[src/rtl/hpdmc_wrpath.sv]
// DDR SDRAM write data path: sequences latency, preamble, burst and postamble,
// and drives registered DQ/DM/DQS patterns to the DDR output registers.
module hpdmc_wrpath #(
    parameter int unsigned DQ_W   = 16,
    parameter int unsigned BURST  = 4,
    parameter int unsigned WR_LAT = 2
) (
    input  logic                  sys_clk,
    input  logic                  sdram_rst,
    input  logic                  write_start,
    input  logic [2*DQ_W-1:0]     wdata,
    input  logic [2*DQ_W/8-1:0]   wmask,
    output logic                  wdata_ack,
    output logic                  busy,
    output logic [DQ_W-1:0]       dq_d0,
    output logic [DQ_W-1:0]       dq_d1,
    output logic [DQ_W/8-1:0]     dm_d0,
    output logic [DQ_W/8-1:0]     dm_d1,
    output logic [DQ_W/8-1:0]     dqs_d0,
    output logic [DQ_W/8-1:0]     dqs_d1,
    output logic                  dq_oe,
    output logic                  dqs_oe
);

    localparam int unsigned MW      = DQ_W / 8;
    localparam int unsigned CNT_MAX = (WR_LAT > BURST) ? WR_LAT : BURST;
    localparam int unsigned CNT_W   = $clog2(CNT_MAX + 1);

    localparam logic [2:0] S_IDLE      = 3'd0;
    localparam logic [2:0] S_LATENCY   = 3'd1;
    localparam logic [2:0] S_PREAMBLE  = 3'd2;
    localparam logic [2:0] S_BURST     = 3'd3;
    localparam logic [2:0] S_POSTAMBLE = 3'd4;

    logic [2:0]       state_q, state_d;
    logic [CNT_W-1:0] cnt_q, cnt_d;

    logic [DQ_W-1:0]  dq_d0_q, dq_d0_d, dq_d1_q, dq_d1_d;
    logic [MW-1:0]    dm_d0_q, dm_d0_d, dm_d1_q, dm_d1_d;
    logic [MW-1:0]    dqs_d0_q, dqs_d0_d, dqs_d1_q, dqs_d1_d;
    logic             dq_oe_q, dq_oe_d, dqs_oe_q, dqs_oe_d;

    // Sequencer: counter holds remaining cycles minus one in LATENCY/BURST.
    always_comb begin
        state_d = state_q;
        cnt_d   = cnt_q;
        case (state_q)
            S_IDLE: begin
                if (write_start) begin
                    state_d = S_LATENCY;
                    cnt_d   = CNT_W'(WR_LAT - 1);
                end
            end
            S_LATENCY: begin
                if (cnt_q == '0) state_d = S_PREAMBLE;
                else             cnt_d   = cnt_q - CNT_W'(1);
            end
            S_PREAMBLE: begin
                state_d = S_BURST;
                cnt_d   = CNT_W'(BURST - 1);
            end
            S_BURST: begin
                if (cnt_q == '0) state_d = S_POSTAMBLE;
                else             cnt_d   = cnt_q - CNT_W'(1);
            end
            S_POSTAMBLE: begin
                state_d = S_IDLE;
                cnt_d   = '0;
            end
            default: begin
                state_d = S_IDLE;
                cnt_d   = '0;
            end
        endcase
    end

    // Pad pattern for the next cycle; DQ holds its last value while undriven.
    always_comb begin
        dq_d0_d  = dq_d0_q;
        dq_d1_d  = dq_d1_q;
        dm_d0_d  = '1;
        dm_d1_d  = '1;
        dqs_d0_d = '0;
        dqs_d1_d = '0;
        dq_oe_d  = 1'b0;
        dqs_oe_d = 1'b0;
        case (state_q)
            S_BURST: begin
                dq_d0_d  = wdata[2*DQ_W-1:DQ_W];
                dq_d1_d  = wdata[DQ_W-1:0];
                dm_d0_d  = wmask[2*MW-1:MW];
                dm_d1_d  = wmask[MW-1:0];
                dqs_d0_d = '1;
                dq_oe_d  = 1'b1;
                dqs_oe_d = 1'b1;
            end
            S_PREAMBLE, S_POSTAMBLE: begin
                dqs_oe_d = 1'b1;
            end
            default: ;
        endcase
    end

    always_ff @(posedge sys_clk or posedge sdram_rst) begin
        if (sdram_rst) begin
            state_q  <= S_IDLE;
            cnt_q    <= '0;
            dq_d0_q  <= '0;
            dq_d1_q  <= '0;
            dm_d0_q  <= '0;
            dm_d1_q  <= '0;
            dqs_d0_q <= '0;
            dqs_d1_q <= '0;
            dq_oe_q  <= 1'b0;
            dqs_oe_q <= 1'b0;
        end else begin
            state_q  <= state_d;
            cnt_q    <= cnt_d;
            dq_d0_q  <= dq_d0_d;
            dq_d1_q  <= dq_d1_d;
            dm_d0_q  <= dm_d0_d;
            dm_d1_q  <= dm_d1_d;
            dqs_d0_q <= dqs_d0_d;
            dqs_d1_q <= dqs_d1_d;
            dq_oe_q  <= dq_oe_d;
            dqs_oe_q <= dqs_oe_d;
        end
    end

    assign busy      = (state_q != S_IDLE);
    assign wdata_ack = (state_q == S_BURST);
    assign dq_d0     = dq_d0_q;
    assign dq_d1     = dq_d1_q;
    assign dm_d0     = dm_d0_q;
    assign dm_d1     = dm_d1_q;
    assign dqs_d0    = dqs_d0_q;
    assign dqs_d1    = dqs_d1_q;
    assign dq_oe     = dq_oe_q;
    assign dqs_oe    = dqs_oe_q;

endmodule

[config.mk]
export PLATFORM = sky130hd
export DESIGN_NAME = hpdmc_wrpath
export DESIGN_NICKNAME = d
export VERILOG_FILES = /design/src/rtl/hpdmc_wrpath.sv
export SDC_FILE = /design/constraint.sdc
export NUM_CORES = 1
export LEC_CHECK = 0
export ABC_AREA = 0
export CORE_MARGIN = 3
export CORE_UTILIZATION = 44
export CTS_CLUSTER_DIAMETER = 100
export DETAILED_ROUTE_END_ITERATION = 8
export PLACE_DENSITY = 0.84
export SETUP_SLACK_MARGIN = 0.5
export SYNTH_ARGS = -nofsm -noshare
export SYNTH_HDL_FRONTEND = slang
export SYNTH_SLANG_ARGS = --single-unit
[constraint.sdc]
create_clock -name sys_clk -period 2.57 [get_ports sys_clk]
set_input_delay 0.514 -clock sys_clk [delete_from_list [all_inputs] [get_ports sys_clk]]
set_output_delay 0.514 -clock sys_clk [all_outputs]
set_load 0.05 [all_outputs]
; Yosys cells after proc, flatten, opt, wreduce, memory -nomap -nowiden
; Cells that the tools add are included.
[totals]
reg_bits = 46
inputBits = 39
[op_classes]
mux = 11
eq_ne = 8
add_sub_neg = 1
reduce_logical = 7
[ops]
columns = cell, count
row1 = $mux W3, 4
row2 = $pmux W3 S4, 1
row3 = $pmux W3 S3, 1
row4 = $eq A3 B2 Y1 const B, 2
row5 = $logic_not A3 Y1, 2
row6 = $mux W2, 3
row7 = $ne A2 B2 Y1 const B, 3
row8 = $eq A3 B1 Y1 const B, 1
row9 = $eq A3 B3 Y1 const B, 1
row10 = $reduce_and A3 Y1, 1
row11 = $reduce_bool A3 Y1, 1
row12 = $reduce_or A3 Y1, 1
row13 = $sub A3 B1 Y3 const B, 1
row14 = $mux W1, 2
row15 = $ne A2 B1 Y1 const B, 1
row16 = $reduce_and A2 Y1, 1
row17 = $reduce_or A2 Y1, 1

; Depth between registers and ports, before layout
; Gate-level depths: netlist (run 1).
[depth]
word_depth = 4
mapped_depth = 5
mapped_depth_nobuf = 5

; Least setup slack after synthesis (run 1)
; No wires, ideal clock.
[synth_timing]
path_kind = reg2out
from = reg state_q[2]
to = out wdata_ack
arrival_ps = 1216
t_required_ps = 2056
slack_ps = 840
stages_incl_launch_ff = 6
cell_sequence = dfrtp_1 -> buf_6 -> nand3b_4 -> buf_6 -> buf_6 -> inv_1
[synth_via]
elab_chain_cells = 1
[synth_lines]
columns = element, line
row1 = "start, declared", 35  ; logic [2:0] state_q, state_d;
row2 = "start signal, assigned", 117  ; state_q <= state_d;
row3 = $eq A3 B2 Y1, 131  ; assign wdata_ack = (state_q == S_BURST);
row4 = "end, declared", 13  ; output logic wdata_ack,
; No other way between the ends.

; Worst setup path after layout (run 1)
[layout_timing]
from = reg state_q[1]
to = out busy
[layout_via]
elab_chain_cells = 1
[layout_lines]
columns = element, line
row1 = $reduce_bool A3 Y1, 130  ; assign busy = (state_q != S_IDLE);
row2 = "end, declared", 14  ; output logic busy,
; No other way between the ends.

==> results of run 1 <==
==> cells in the mapped netlist <==
cell type / count / area, um2
or3_1: 1 / 6.26
nand3b_4: 1 / 20.0
mux2_2: 20 / 225
buf_4: 4 / 30.0
a31oi_1: 1 / 6.26
inv_1: 4 / 15.0
nand3_1: 1 / 5.00
nand3b_1: 3 / 22.5
a31o_2: 1 / 8.76
or2_2: 4 / 25.0
buf_6: 4 / 45.0
nor2_1: 5 / 18.8
nand2b_1: 2 / 12.5
conb_1: 1 / 3.75
mux2_4: 14 / 210
o31ai_1: 1 / 7.51
dfrtp_1: 44 / 1100
xor2_1: 1 / 8.76
a21oi_1: 1 / 5.00
ha_1: 2 / 25.0
a221oi_1: 1 / 8.76
buf_2: 2 / 10.0
==> flip-flops by register name, indices dropped and copies added, names as in the netlist <==
| name | count |
|---|---|
| cnt_q | 3 |
| dm_d1 | 2 |
| dm_d0 | 2 |
| state_q | 3 |
| dqs_d0 | 1 |
| dq_d0 | 16 |
| dq_d1 | 16 |
| dqs_oe | 1 |
==> cell type report <==
cell class              instances  area, um2  area share
clock buffers                   6       72.6      0.0267
flip-flops and latches         44       1100       0.406
well taps                      48       60.1      0.0221
inverters                       4       15.0     0.00552
multi-input cells              61        623       0.229
repair buffers                 82        840       0.309
clock inverters                 1       5.00     0.00184
==> metrics by stage <==
stage | cell area (um2) | util | setup slack, ns
2_1_floorplan | 1820 | - | 0.840
3_3_place_gp | 2640 | 0.689 | 0.532
3_5_place_dp | 2640 | 0.689 | 0.494
4_1_cts | 2720 | 0.710 | 0.533
5_1_grt | 2720 | 0.710 | 0.514
6_report | 2720 | 0.710 | 0.565
==> worst reg2reg max path: stages (launching register included) <==
cell and delay [ns]:
dfrtp_1 0.48, nand3b_4 0.34, buf_4 0.37, mux2_2 0.38
==> logic make-up after synthesis <==
group / count (synthesis) / share of synthesized area
AO/OA/AOI/OAI: 5 / 0.0199
XOR/XNOR: 1 / 0.00481
adder cells (fa/ha/maj): 2 / 0.0137
buffers and inverters: 14 / 0.0550
flip-flops: 44 / 0.605
multiplexers: 34 / 0.239
other: 1 / 0.00206
AND/OR/NAND/NOR: 17 / 0.0605
==> layer usage <==
layer  GRT usage  vias up
li1            -      550
met1       0.214      538
met2       0.242       74
met3      0.0662        6
met4      0.0511        0
met5           0        -
==> how the worst max path moves through the flow <==
stage               startpoint         to  slack (ns)  cells past startpoint
floorplan           state_q[2]  wdata_ack        0.84                      5
global placement    state_q[0]       busy        0.53                      2
detailed placement  state_q[0]       busy        0.49                      2
CTS                 state_q[0]       busy        0.53                      2
global route        state_q[2]  wdata_ack        0.51                      3
finish              state_q[1]       busy        0.56                      2
==> what timing repair did <==
item / in CTS / in global routing
gates resized for setup: 3 / 1
endpoints found under the setup margin: 1 / 2
hold buffers: 0 / 0
gates cloned: 0 / 0
hold endpoints to repair: 0 / 0
buffers inserted: 0 / 0
==> key figures, run 1 <==
Timing
  • Worst Tran Pin Value: ~0.79 ns
  • Fin crit share: 0.780
  • Setup Total Neg Slack: 0 ns
  • Number of max-slew violations in the final report: 0
  • Hold Violations, Final: 0
  • RSZ-0062 raised after global routing: no
  • Max Fclk: 499 MHz
  • Clock Skews: 0.00668 ns
  • Hold_ws: around 0.5 ns
  • Slew headroom: 0.472
  • Final Critical Period: between 2 and 2.5 ns
  • Setup violators final: 0

GRT
  • Vias in the first global route: between 1k and 1.5k
  • Total grt overflow: 0
  • First-pass GRT wire length: approximately 6.3 mm
  • Total GRT Usage: 0.162
  • Antenna violations before repair: 0
  • Pin count of the biggest net entering global routing: 24

Floorplanning
  • I/O pin cnt: just over 80
  • Die height: 70.3 um
  • Die area: 4950 um2
  • Initial core utilization: 0.476
  • CORE AREA: between 3000 and 4000 um2
  • Die Span X: 70.3 um
  • Cell row count: 22

Cells and area
  • Most frequent cells in the layout: 78 x clkdlybuf4s50_1, 43 x dfrtp_1, 20 x mux2_2, 14 x mux2_4
  • Layout Cells excl Fill: between 200 and 250
  • Filler cells: between 200 and 300
  • Nets: 239
  • Area growth syn-to-layout: 49.3%
  • Share of layout cells above drive strength 1: 0.258
  • N_diodes: 0
  • Most common cell after layout, fill and taps aside: clkdlybuf4s50_1

Route
  • WL met2: roughly 1.5 mm
  • Total number of vias: approximately 1.2k
  • Initial DRC count: 31
  • DR WL/cell: around 15 um
  • Uppermost layer routed: met4
  • DR WL met3: approximately 400 um
  • DRC errors left: 0
  • M1 WL: ~1.7 mm
  • Total wire length: between 3 and 4 mm
  • Vias per inst: between 4 and 5
  • DR pass1 iterations: 4
  • Routed Antenna Nets: 0

Setup path
  • CP cell instances: or3_1, clkdlybuf4s15_2
  • Crit end category: primary output
  • Worst Path Required: approximately 2 ns
  • Worst Path Max Fanout: 6
  • CP max stage cell: dfrtp_1
  • Reg-to-reg slack, setup: 0.88 ns
  • R2r startpoint: state_q[2]
  • Kind of critical path: reg -> out
  • CP Buf/Inv Count: 1
  • Crit path DAT: 1.49 ns
  • Startpoint Class: register
  • FF-to-FF path depth: 3
  • Crit path largest cell delay: roughly 0.47 ns
  • Reg2reg end: dq_d0[1]
  • Worst path top cell family by delay: flip-flops

Logic synthesis
  • Synth Area per Inst: 15.4 um2
  • Mapped cell area: about 1800 um2
  • Mapped Cells: about 120
  • Synth warn: 0
  • Seq/Total Area, Yosys: 0.605
  • Synth unique cells: 22
  • Seq cells post-synth: 44

Placed design
  • Placed Cells: 239
  • Detailed placer's ending HPWL: between 2 and 3 mm
  • IO Port Bufs: 80
  • Routability cong.: approximately 0.9

Min path
  • Number of cells on the worst hold path: 1
  • Hold Crit Endpoint: dq_d1[12]
  • HP Class: reg -> reg
  • Hold Startpoint: dq_d1[12]

Clock tree
  • Reg clk slew, reported paths: ~0.080 ns
  • Max H-tree Level: 2
  • Clk sinks: 44
  • CTS root buf: clkbuf_8
  • Worst-Skew Late Latency: about 0.29 ns
  • CTS Buffer Depth: 2
  • CTS tree: done
  • Cts bufs inserted: 5

Run
  • Max-cap violations: 0

Status
  • Status: completed
Power of run 1 is left out: the tool's default activity adds up to more than one toggle a clock period on the data nets, which glitch-free logic cannot reach.
==> run 2, diff against run 1 <==
--- a/config.mk
+++ b/config.mk
@@ -7,10 +7,10 @@
 export LEC_CHECK = 0
 export ABC_AREA = 0
 export CORE_MARGIN = 3
-export CORE_UTILIZATION = 44
+export CORE_UTILIZATION = 41
 export CTS_CLUSTER_DIAMETER = 100
 export DETAILED_ROUTE_END_ITERATION = 8
-export PLACE_DENSITY = 0.84
+export PLACE_DENSITY = 0.79
 export SETUP_SLACK_MARGIN = 0.5
 export SYNTH_ARGS = -nofsm -noshare
 export SYNTH_HDL_FRONTEND = slang
==> constraint.sdc (replaced) <==
create_clock -name sys_clk -period 2.1 [get_ports sys_clk]
set_input_delay 0.42 -clock sys_clk [delete_from_list [all_inputs] [get_ports sys_clk]]
set_output_delay 0.42 -clock sys_clk [all_outputs]
set_load 0.05 [all_outputs]
==> run 2 against run 1 <==
Sequential share of layout area is 0.32 points lower. Setup slack worse by 0.13 ns. Largest cell class unchanged. Critical endpoint unchanged. Final cell count is 4.5% higher.
==> key figures, run 2 (synthesis results as in run 1) <==
Placed design
  • Routability cong.: 0.855 (-3.9%)
  • Detailed placer's ending HPWL: 3.00 mm (+12%)
  • IO Port Bufs: 80 (unchanged)

Route
  • DRC errors left: 0 (unchanged)
  • Total number of vias: 1249 (+6.9%)
  • Initial DRC count: 76 (+150%)
  • Routed Antenna Nets: 0 (unchanged)
  • DR WL/cell: 16.3 um (+12%)
  • Total wire length: 4.19 mm (+17%)
  • Vias per inst: 4.86 (+2.4%)
  • DR pass1 iterations: 4 (unchanged)

Clock tree
  • CTS Buffer Depth: 2 (unchanged)
  • Cts bufs inserted: 5 (unchanged)
  • Worst-Skew Late Latency: 0.29 ns (about the same)
  • Reg clk slew, reported paths: 0.08 ns (about the same)
  • Max H-tree Level: 2 (unchanged)
  • Clk sinks: 44 (unchanged)
  • CTS root buf: clkbuf_8
  • Hold_buf cts: 0 (unchanged)
  • CTS tree: done

Cells and area
  • Share of layout cells above drive strength 1: 0.425 (+0.168)
  • Nets: 247 (+3.3%)
  • Area growth syn-to-layout: 50.8%
  • Most frequent cells in the layout: 41 x dfrtp_1, 38 x clkdlybuf4s50_1, 20 x mux2_2, 19 x clkbuf_2
  • Most common cell after layout, fill and taps aside: dfrtp_1
  • N_diodes: 0 (unchanged)

Setup path
  • CP Buf/Inv Count: 1 (unchanged)
  • Startpoint Class: register
  • Worst Path Required: 1.68 ns (-0.38 ns)
  • CP cell instances: or3_4, buf_6
  • Worst path top cell family by delay: flip-flops
  • Crit end category: primary output
  • Crit path largest cell delay: 0.41 ns (-0.06 ns)
  • CP max stage cell: dfrtp_2
  • Kind of critical path: reg -> out
  • Reg-to-reg slack, setup: 0.56 ns (-0.32 ns)
  • FF-to-FF path depth: 5 (+2)
  • Crit path DAT: 1.24 ns (-0.25 ns)
  • Reg2reg end: dq_d1[12]
  • Worst Path Max Fanout: 2 (-4)
  • R2r startpoint: state_q[1]

Floorplanning
  • Initial core utilization: 0.439 (-0.0365)
  • I/O pin cnt: 83 (unchanged)
  • CORE AREA: 4140 um2 (+8.3%)
  • Die area: 5280 um2 (+6.7%)
  • Die Span X: 72.6 um (+3.3%)
  • Die height: 72.6 um (+3.3%)
  • Cell row count: 23 (+4.5%)

GRT
  • Antenna violations before repair: 0 (unchanged)
  • Pin count of the biggest net entering global routing: 26 (+8.3%)
  • Vias in the first global route: 1316 (+1.7%)
  • Total GRT Usage: 0.169 (+0.00681)
  • Total grt overflow: 0 (unchanged)
  • First-pass GRT wire length: 6.83 mm (+7.8%)

Run
  • Max-cap violations: 0 (unchanged)

Timing
  • Worst Tran Pin Value: 0.738 ns (-0.0488 ns)
  • RSZ-0062 raised after global routing: yes
  • Max Fclk: about 600 MHz
  • Hold Violations, Final: 0 (unchanged)
  • Clock Skews: 0.00648 ns (-0.000199 ns)
  • Setup Total Neg Slack: 0 ns (unchanged)
  • Fin crit share: 0.791
  • Setup violators final: 0 (unchanged)
  • Slew headroom: 0.505 (+0.0327)
  • Number of max-slew violations in the final report: 0 (unchanged)
  • Final Critical Period: roughly 1.7 ns

Status
  • Status: completed

Min path
  • HP Class: in -> async
[run 2: cell types whose count changed in the layout (fill, tap and decap cells not counted), sizes merged]
cell and delta:
nand3b +1, inv -1, clkinvlp +1, dlygate4sd2 +3
buf +8, clkdlybuf4s15 +17, clkdlybuf4s50 -40, clkbuf +19
bufinv +1
[run 2: metal layers]
layer	share of wire	global-route usage	up-vias
li1	-	-	569
met1	0.40	0.226	618
met2	0.50	0.271	57
met3	0.093	0.0565	5
met4	0.0062	0.0307	0
met5	0	0	-
[run 2: what timing repair did]
item | in CTS | in global routing
setup buffers | 5 | 1
setup endpoints to repair | 59 | 46
cloned | 1 | 0
resized for setup | 69 | 39
pin swaps | 1 | 0
[run 2: how the worst max path moves through the flow]
stage / slack (ns) / to / start / cells past startpoint
after floorplan: 0.58 / wdata_ack / state_q[0] / 5
after global placement: 0.51 / wdata_ack / state_q[2] / 3
after detailed placement: 0.45 / wdata_ack / state_q[0] / 3
after CTS: 0.43 / busy / state_q[1] / 2
after global routing: 0.38 / wdata_ack / state_q[1] / 4
final: 0.44 / busy / state_q[1] / 2
[run 2: worst reg2reg max path: stages (launching register included)]
cell and delay [ns]:
dfrtp_2 0.41, buf_4 0.17, nand3b_4 0.09, buf_4 0.23, buf_6 0.18, mux2_2 0.34
[run 2: layout make-up]
class,instances,area [um2]
multi-input combinational,62,646
clock inverter,2,35.0
sequential,44,1100
tap,50,62.6
clock buffer,6,72.6
inverter,4,18.8
timing repair buffer,89,806
fill,317,1400
[run 2: through the flow]
stage | hold WS, ns | utilization | cells | setup WS, ns | cell area (um2)
after floorplan | 0.508 | - | 119 | 0.584 | 1830
after global placement | 0.488 | 0.639 | 242 | 0.509 | 2650
after detailed placement | 0.492 | 0.639 | 242 | 0.453 | 2650
after CTS | 0.484 | 0.675 | 256 | 0.426 | 2800
after global routing | 0.494 | 0.662 | 257 | 0.384 | 2750
final | 0.478 | 0.662 | 257 | 0.438 | 2750
Power of run 2 is left out for the same reason.
